===== config.mk =====
export PLATFORM = sky130hd
export DESIGN_NAME = par_ser_sched_flat
export DESIGN_NICKNAME = d
export VERILOG_FILES = /design/src/rtl/par_ser_sched_pkg.sv /design/src/rtl/par_ser_sched_if.sv /design/src/rtl/par_ser_sched_bit_tick_gen.sv /design/src/rtl/par_ser_sched.sv /design/src/flat_wrapper.sv
export SDC_FILE = /design/constraint.sdc
export NUM_CORES = 1
export LEC_CHECK = 0
export CAP_MARGIN = 20
export CORE_MARGIN = 2
export CORE_UTILIZATION = 41
export CTS_CLUSTER_DIAMETER = 30
export CTS_CLUSTER_SIZE = 10
export DETAILED_ROUTE_END_ITERATION = 6
export MAX_ROUTING_LAYER = met4
export SYNTH_ARGS = -nofsm -noshare
export SYNTH_HDL_FRONTEND = slang
export SYNTH_SLANG_ARGS = --single-unit

===== constraint.sdc =====
create_clock -name CLK -period 3.33 [get_ports CLK]
set_clock_uncertainty 0.05 [all_clocks]
set_input_delay 0.8325 -clock CLK [delete_from_list [all_inputs] [get_ports CLK]]
set_output_delay 0.8325 -clock CLK [all_outputs]
set_load 0.05 [all_outputs]

===== src/rtl/par_ser_sched_pkg.sv =====
// Shared definitions for the parallel-to-serial scheduler: default comma word
// and FSM state encoding.
package par_ser_sched_pkg;
  localparam logic [7:0] IDLE_WORD_DEF = 8'hBC;

  typedef enum logic [1:0] {
    SYNC = 2'd0,
    IDLE = 2'd1,
    DATA = 2'd2
  } state_e;
endpackage


===== src/rtl/par_ser_sched_if.sv =====
// Word-source handshake plus serial-lane outputs of the scheduler.
interface par_ser_sched_if #(parameter int WIDTH = 8);
  logic [WIDTH-1:0] DATA_IN;
  logic             VALID_IN;
  logic             READY_OUT;
  logic             DATA_OUT;
  logic             ACTIVE;
  logic             BIT_TICK;

  modport master (output DATA_IN, VALID_IN,
                  input  READY_OUT, DATA_OUT, ACTIVE, BIT_TICK);
  modport slave  (input  DATA_IN, VALID_IN,
                  output READY_OUT, DATA_OUT, ACTIVE, BIT_TICK);
endinterface


===== src/rtl/par_ser_sched_bit_tick_gen.sv =====
// Bit-rate divider: free-running 0..DIV-1 counter, tick on the last count.
module bit_tick_gen #(
  parameter int DIV = 4
) (
  input  logic i_clk,
  input  logic i_rst,
  output logic o_bit_tick
);
  localparam int CW = (DIV > 1) ? $clog2(DIV) : 1;
  localparam logic [CW-1:0] LAST = CW'(DIV - 1);

  logic [CW-1:0] r_div_cnt;

  always_ff @(posedge i_clk) begin
    if (i_rst)                  r_div_cnt <= '0;
    else if (r_div_cnt == LAST) r_div_cnt <= '0;
    else                        r_div_cnt <= r_div_cnt + 1'b1;
  end

  // With DIV=1 the counter is pinned at 0, so the tick is permanently high.
  assign o_bit_tick = (r_div_cnt == LAST);
endmodule


===== src/rtl/par_ser_sched.sv =====
// Serializes buffered words MSB-first at one bit per DIV clocks, filling gaps
// with IDLE_WORD and leading with NSYNC sync words after reset. WIDTH >= 2.
module par_ser_sched
  import par_ser_sched_pkg::*;
#(
  parameter int             WIDTH     = 8,
  parameter int             DIV       = 4,
  parameter logic [WIDTH-1:0] IDLE_WORD = WIDTH'(IDLE_WORD_DEF),
  parameter int             NSYNC     = 2
) (
  input logic CLK,
  input logic RESET,
  par_ser_sched_if.slave bus
);
  localparam int IW = (WIDTH > 1) ? $clog2(WIDTH) : 1;
  localparam int SW = (NSYNC > 1) ? $clog2(NSYNC) : 1;
  localparam logic [IW-1:0] LAST_BIT = IW'(WIDTH - 1);

  state_e           r_state;
  logic [SW-1:0]    r_sync_cnt;
  logic [IW-1:0]    r_bit_idx;
  logic [WIDTH-1:0] r_sreg;
  logic [WIDTH-1:0] r_buf;
  logic             r_buf_full;
  logic             w_tick;
  logic             w_accept;

  bit_tick_gen #(.DIV(DIV)) u_tick (
    .i_clk      (CLK),
    .i_rst      (RESET),
    .o_bit_tick (w_tick)
  );

  assign bus.READY_OUT = !r_buf_full && (r_state != SYNC);
  assign bus.DATA_OUT  = r_sreg[WIDTH-1];
  assign bus.ACTIVE    = (r_state == DATA);
  assign bus.BIT_TICK  = w_tick;
  assign w_accept      = bus.VALID_IN && bus.READY_OUT;

  always_ff @(posedge CLK) begin
    if (RESET) begin
      r_state    <= SYNC;
      r_sync_cnt <= SW'(NSYNC - 1);
      r_bit_idx  <= '0;
      r_sreg     <= IDLE_WORD;
      r_buf      <= '0;
      r_buf_full <= 1'b0;
    end else begin
      // Accept and drain never coincide: READY_OUT is low while the buffer is full.
      if (w_accept) begin
        r_buf      <= bus.DATA_IN;
        r_buf_full <= 1'b1;
      end
      if (w_tick) begin
        if (r_bit_idx != LAST_BIT) begin
          r_sreg    <= {r_sreg[WIDTH-2:0], 1'b0};
          r_bit_idx <= r_bit_idx + 1'b1;
        end else begin
          r_bit_idx <= '0;
          if (r_state == SYNC) begin
            // sync_cnt == 0 means the word just finished was the last sync word.
            r_sreg <= IDLE_WORD;
            if (r_sync_cnt == '0) r_state    <= IDLE;
            else                  r_sync_cnt <= r_sync_cnt - 1'b1;
          end else if (r_buf_full) begin
            r_sreg     <= r_buf;
            r_buf_full <= 1'b0;
            r_state    <= DATA;
          end else begin
            r_sreg  <= IDLE_WORD;
            r_state <= IDLE;
          end
        end
      end
    end
  end
endmodule


===== src/flat_wrapper.sv =====
// flat-port wrapper written by rule: the top's interface ports become plain ports
module par_ser_sched_flat import par_ser_sched_pkg::*;
#(
  parameter int             WIDTH     = 8,
  parameter int             DIV       = 4,
  parameter logic [WIDTH-1:0] IDLE_WORD = WIDTH'(IDLE_WORD_DEF),
  parameter int             NSYNC     = 2
)
  (CLK, RESET, bus_DATA_IN, bus_VALID_IN, bus_READY_OUT, bus_DATA_OUT, bus_ACTIVE, bus_BIT_TICK);
  par_ser_sched_if #(.WIDTH(WIDTH)) bus_i ();
  input logic CLK;
  input logic RESET;
  input wire logic [$bits(bus_i.DATA_IN)-1:0] bus_DATA_IN;
  input wire logic [$bits(bus_i.VALID_IN)-1:0] bus_VALID_IN;
  output wire logic [$bits(bus_i.READY_OUT)-1:0] bus_READY_OUT;
  output wire logic [$bits(bus_i.DATA_OUT)-1:0] bus_DATA_OUT;
  output wire logic [$bits(bus_i.ACTIVE)-1:0] bus_ACTIVE;
  output wire logic [$bits(bus_i.BIT_TICK)-1:0] bus_BIT_TICK;
  assign bus_i.DATA_IN = bus_DATA_IN;
  assign bus_i.VALID_IN = bus_VALID_IN;
  assign bus_READY_OUT = bus_i.READY_OUT;
  assign bus_DATA_OUT = bus_i.DATA_OUT;
  assign bus_ACTIVE = bus_i.ACTIVE;
  assign bus_BIT_TICK = bus_i.BIT_TICK;
  par_ser_sched #(.WIDTH(WIDTH), .DIV(DIV), .IDLE_WORD(IDLE_WORD), .NSYNC(NSYNC)) u_core (.CLK(CLK), .RESET(RESET), .bus(bus_i));
endmodule

# [Word-level counts from Yosys, hierarchy flattened]
# Cells that the tools add are included.
[word_totals] output_inout_bits=4 input_bits=11 wordCells=36 ff_bits=25
[op_classes] n_bitwise=1 add_sub_neg=3 n_reduce_logical=8 eq_ne=4 mux=13
[ops] operator="$mux 8" count=3
[ops] operator="$mux 1" count=6
[ops] operator="$mux 2" count=3
[ops] operator="$reduce_and 3->1" count=2
[ops] operator="$eq 2x2->1 const B" count=2
[ops] operator="$add 3x1->3 const B" count=1
[ops] operator="$mux 3" count=1
[ops] operator="$ne 3x3->1 const B" count=1
[ops] operator="$add 2x1->2 const B" count=1
[ops] operator="$logic_and 1x1->1" count=2
[ops] operator="$logic_not 2->1" count=1
[ops] operator="$ne 2x2->1 const B" count=1
[ops] operator="$reduce_bool 2->1" count=1
[ops] operator="$reduce_or 2->1" count=1
[ops] operator="$logic_not 1->1" count=1
[ops] operator="$not 1->1" count=1
[ops] operator="$sub 1x1->1 const B" count=1

# [Longest topological paths before layout]
[logic_depth] depth_word=8 depth_mapped=6 depth_no_buf=5

# [Cells and area by module]
# Synthesis repeated with hierarchy kept, for this count alone.
[hier_totals] cells_unflattened=113 area_unflattened_um2=1108.6
[by_module_without_submodules] mod="par_ser_sched" seq_area_each_um2=460.4 cells_per_inst=108 area_each_um2=1033.5 instances=1
[by_module_without_submodules] mod="bit_tick_gen" seq_area_each_um2=40.0 cells_per_inst=5 area_each_um2=75.1 instances=1

# [Worst setup path before layout]
# Ideal clock, no wire load.
[synth_path] path_type="reg-to-output" start="reg u_core.r_state[1]" end="out bus_ACTIVE" path_buffers=0 slack_ns=1.292 path_stages_with_launch=2 required_ns=2.447 arrival_ns=1.155 path_cell_list="dfxtp_1 > nor2b_1"
[synth_between] elab_chain_cells=1
[synth_lines] element="start: declaration" line_no="par_ser_sched.sv:19" text="state_e r_state;"
[synth_lines] element="start signal: assignment" line_no="par_ser_sched.sv:42" text="r_state <= SYNC;"
[synth_lines] element="start signal: assignment" line_no="par_ser_sched.sv:63" text="if (r_sync_cnt == '0) r_state <= IDLE;"
[synth_lines] element="start signal: assignment" line_no="par_ser_sched.sv:68" text="r_state <= DATA;"
[synth_lines] element="$eq 2x2->1" line_no="par_ser_sched.sv:36" text="assign bus.ACTIVE = (r_state == DATA);"
[synth_lines] element="end: declaration" line_no="flat_wrapper.sv:17" text="output wire logic [$bits(bus_i.ACTIVE)-1:0] bus_ACTIVE;"
# No other way between the ends.

# [Worst setup path in the final report]
[layout_path] start="reg u_core.r_state[0]" end="out bus_READY_OUT"
[layout_between] elab_chain_cells=2
[layout_lines] element="$reduce_bool 2->1" line_no="par_ser_sched.sv:34" text="assign bus.READY_OUT = !r_buf_full && (r_state != SYNC);"
[layout_lines] element="$logic_and 1x1->1" line_no="par_ser_sched.sv:34"
[layout_lines] element="end: declaration" line_no="flat_wrapper.sv:15" text="output wire logic [$bits(bus_i.READY_OUT)-1:0] bus_READY_OUT;"
# No other way between the ends.

==> flow_metrics.env <==
export IMPL_tritoncts="yes"
export IMPL_internal_power_uw=383
export IMPL_cts_root_buf="clkbuf_4"
export IMPL_power_density_mw_per_mm2=399
export IMPL_num_rows=18
export IMPL_fmax_mhz=374
export IMPL_synth_seq_cells=25
export IMPL_final_cell_mix="25 x dfxtp_1, 17 x nand2b_1, 14 x clkdlybuf4s50_1"
export IMPL_critPathLaunchType="register"
export IMPL_ios=15
export IMPL_synth_area_sq_mm=0.00107
export IMPL_worst_setup_path_end_kind="output pin"
export IMPL_die_height_um=55.2
export IMPL_ctsLongestPathBuffers=2
export IMPL_p_clk_share_pct=26.4
export IMPL_min_delay_path_depth=1
export IMPL_hp_start="u_core.u_tick.r_div_cnt[0]$_SDFF_PP0_"
export IMPL_hold_path_class="reg2reg"
export IMPL_swShare_pct=23.1
export IMPL_ys_types=25
export IMPL_ir_drop_mv=0.268
export IMPL_drive_gt1_share_pct=7.14
export IMPL_cp_data_arrival_time_ns=1.79
export IMPL_vias=818
export IMPL_gr_total_overflow=0
export IMPL_path_clk_slew_ns=0.14
export IMPL_yosysSeqAreaShare_pct=46.6
export IMPL_wl_per_cell_um=11.7
export IMPL_fin_setup_tns_ns=0
export IMPL_maxSlewViolCount=0
export IMPL_p_sw_uw=115
export IMPL_syn_avg_cell_area_sq_um=9.42
export IMPL_syn_to_final_growth_pct=16.1
export IMPL_core_sq_mm=0.00248
export IMPL_htreeDepth=1
export IMPL_cts_buffers=3
export IMPL_status="finished, final reports clean"
export IMPL_routed_via_density=5.24
export IMPL_dp_hpwl_um=1240
export IMPL_syn_num_nets=128
export IMPL_p_leak_nw=0.437
export IMPL_drtIter0Drc=16
export IMPL_port_buffers=14
export IMPL_final_util_pct=50.3
export IMPL_setup_viol=0
export IMPL_reg2reg_to="u_core.r_sreg[1]$_SDFFE_PP0P_"
export IMPL_postCtsSetupRepairBufs=0
export IMPL_tightest_slew_ns=0.955
export IMPL_drtAntennaViolNets=0
export IMPL_diodes=0
export IMPL_maxSlewHeadroom_pct=36.1
export IMPL_hold_viol_final=0
export IMPL_wl_um=1830
export IMPL_grt_max_degree=34
export IMPL_fin_crit_sh_pct=80.2
export IMPL_cp_max_fo=7
export IMPL_rsz0062_at_grt="no"
export IMPL_crit_type="reg2out"
export IMPL_worstPathRequired_ns=2.45
export IMPL_p_seq_share_pct=62.9
export IMPL_ctsHoldBuffers=0
export IMPL_drc=0
export IMPL_grt_pass1_vias=684
export IMPL_gp_congestion=0.692
export IMPL_final_common_cell="dfxtp_1"
export IMPL_fin_nets=141
export IMPL_share_comb_of_total_power_pct=10.7
export IMPL_r2r_slack_ns=1.64
export IMPL_cts_resized=0
export IMPL_worstReg2RegStart="u_core.r_bit_idx[0]$_SDFFE_PP0P_"
export IMPL_initial_core_util_pct=43.3
export IMPL_grt_pass1_wl_um=3050
export IMPL_r2r_cells=5
export IMPL_fin_crit_ns=2.67
export IMPL_grt_use_total_pct=14.5
export IMPL_cts_sinks=25
export IMPL_hold_path_end="u_core.u_tick.r_div_cnt[0]$_SDFF_PP0_"
export IMPL_dieWidth_um=55.2
export IMPL_fillCellCount=260
export IMPL_maxCapViolCount=0
export IMPL_die_area_sq_mm=0.00304
export IMPL_antenna_found_initial=0
export IMPL_syn_instance_count=114
export IMPL_dr_pass1_iters=4
export IMPL_yosys_warnings=0
export IMPL_clock_latency_ns=0.32
==> Yosys cell counts <==
library cell	instances	area (sq um)
a21oi_1	11	55.1
nor3_1	4	20.0
nand2b_1	17	106
or2_1	1	6.26
ha_1	3	37.5
nor3b_1	2	15.0
a22oi_1	1	7.51
o211ai_2	1	12.5
buf_2	4	20.0
nand2_1	6	22.5
inv_2	1	3.75
nand3b_1	3	22.5
dfxtp_1	25	500
nor3b_2	1	12.5
mux2i_1	9	90.1
a31oi_1	2	12.5
nand3_1	1	5.00
nor2_2	1	6.26
clkbuf_1	2	7.51
o22ai_1	5	31.3
o2111a_2	1	12.5
nor2_1	5	18.8
buf_6	1	11.3
nor2b_1	1	6.26
o21ai_1	6	30.0
==> metal layers <==
metal	wire (um)	vias to the layer above	GRT usage, %	part of all wire, %
li1	-	427	-	-
met2	816	21	21.6	45
met3	90	2	5.65	4.9
met1	904	368	19.0	50
met5	0	-	-	0
met4	15	0	2.44	0.82
==> worst max path at each step <==
stage / from / end / slack, ns / depth (start not counted)
global placement: RESET / u_core.r_buf[5]$_SDFFE_PP0P_ / 0.94 / 3
CTS: u_core.r_state[0]$_SDFFE_PP0P_ / bus_READY_OUT / 0.65 / 3
global route: u_core.r_state[0]$_SDFFE_PP0P_ / bus_READY_OUT / 0.56 / 3
floorplan: u_core.r_state[1]$_SDFFE_PP0P_ / bus_ACTIVE / 1.29 / 1
finish: u_core.r_state[0]$_SDFFE_PP0P_ / bus_READY_OUT / 0.66 / 3
detailed placement: RESET / u_core.r_buf[6]$_SDFFE_PP0P_ / 0.90 / 3
==> state kept, by name, indices dropped and copies added (netlist names) <==
| name | cells |
|---|---|
| u_core.r_buf | 8 |
| u_core.u_tick.r_div_cnt | 2 |
| u_core.r_bit_idx | 3 |
| u_core.r_sreg | 8 |
| u_core.r_sync_cnt | 1 |
| u_core.r_state | 2 |
| u_core.r_buf_full | 1 |
==> cell families (layout without fill, tap and decap cells) <==
| family | Yosys count | in the layout | synth area share [%] |
|---|---|---|---|
| muxes | 9 | 9 | 8.39 |
| DFF | 25 | 25 | 46.6 |
| and+or+nand+nor | 42 | 42 | 22.5 |
| AOI/OAI and AO/OA | 27 | 27 | 15.0 |
| adders and majority gates | 3 | 3 | 3.50 |
| buffers and inverters | 8 | 20 | 3.96 |
==> critical path, cell delays in order, from the launching register on <==
cell and delay [ns]:
dfxtp_1 0.51, nor2_2 0.07, nor2_1 0.09, clkdlybuf4s50_1 0.80
==> layout make-up <==
class | count | area, sq um | share of cell area [%]
clock buffer | 4 | 26.3 | 2.11
timing repair buffer | 15 | 148 | 11.8
tap | 30 | 37.5 | 3.01
inverter | 1 | 3.75 | 0.301
multi-input combinational | 81 | 531 | 42.6
sequential | 25 | 500 | 40.2
==> power groups by stage <==
stage / clock network (mW) / logic (mW) / registers, mW
2_1_floorplan: 0 / 0.0314 / 0.322
3_3_place_gp: 0 / 0.0525 / 0.319
3_5_place_dp: 0 / 0.0536 / 0.320
4_1_cts: 0.135 / 0.0536 / 0.313
5_1_grt: 0.152 / 0.0592 / 0.314
6_report: 0.131 / 0.0534 / 0.313
==> through the flow <==
| stage | hold slack [ns] | power (mW) | setup slack, ns | instances | area [sq um] |
|---|---|---|---|---|---|
| floorplan | 0.354 | 0.353 | 1.29 | 114 | 1070 |
| global placement | 0.364 | 0.372 | 0.939 | 152 | 1220 |
| detailed placement | 0.405 | 0.373 | 0.895 | 152 | 1220 |
| CTS | 0.423 | 0.502 | 0.655 | 156 | 1250 |
| global route | 0.438 | 0.526 | 0.556 | 156 | 1250 |
| finish | 0.407 | 0.498 | 0.659 | 156 | 1250 |
(Power assumes the default switching activity.)
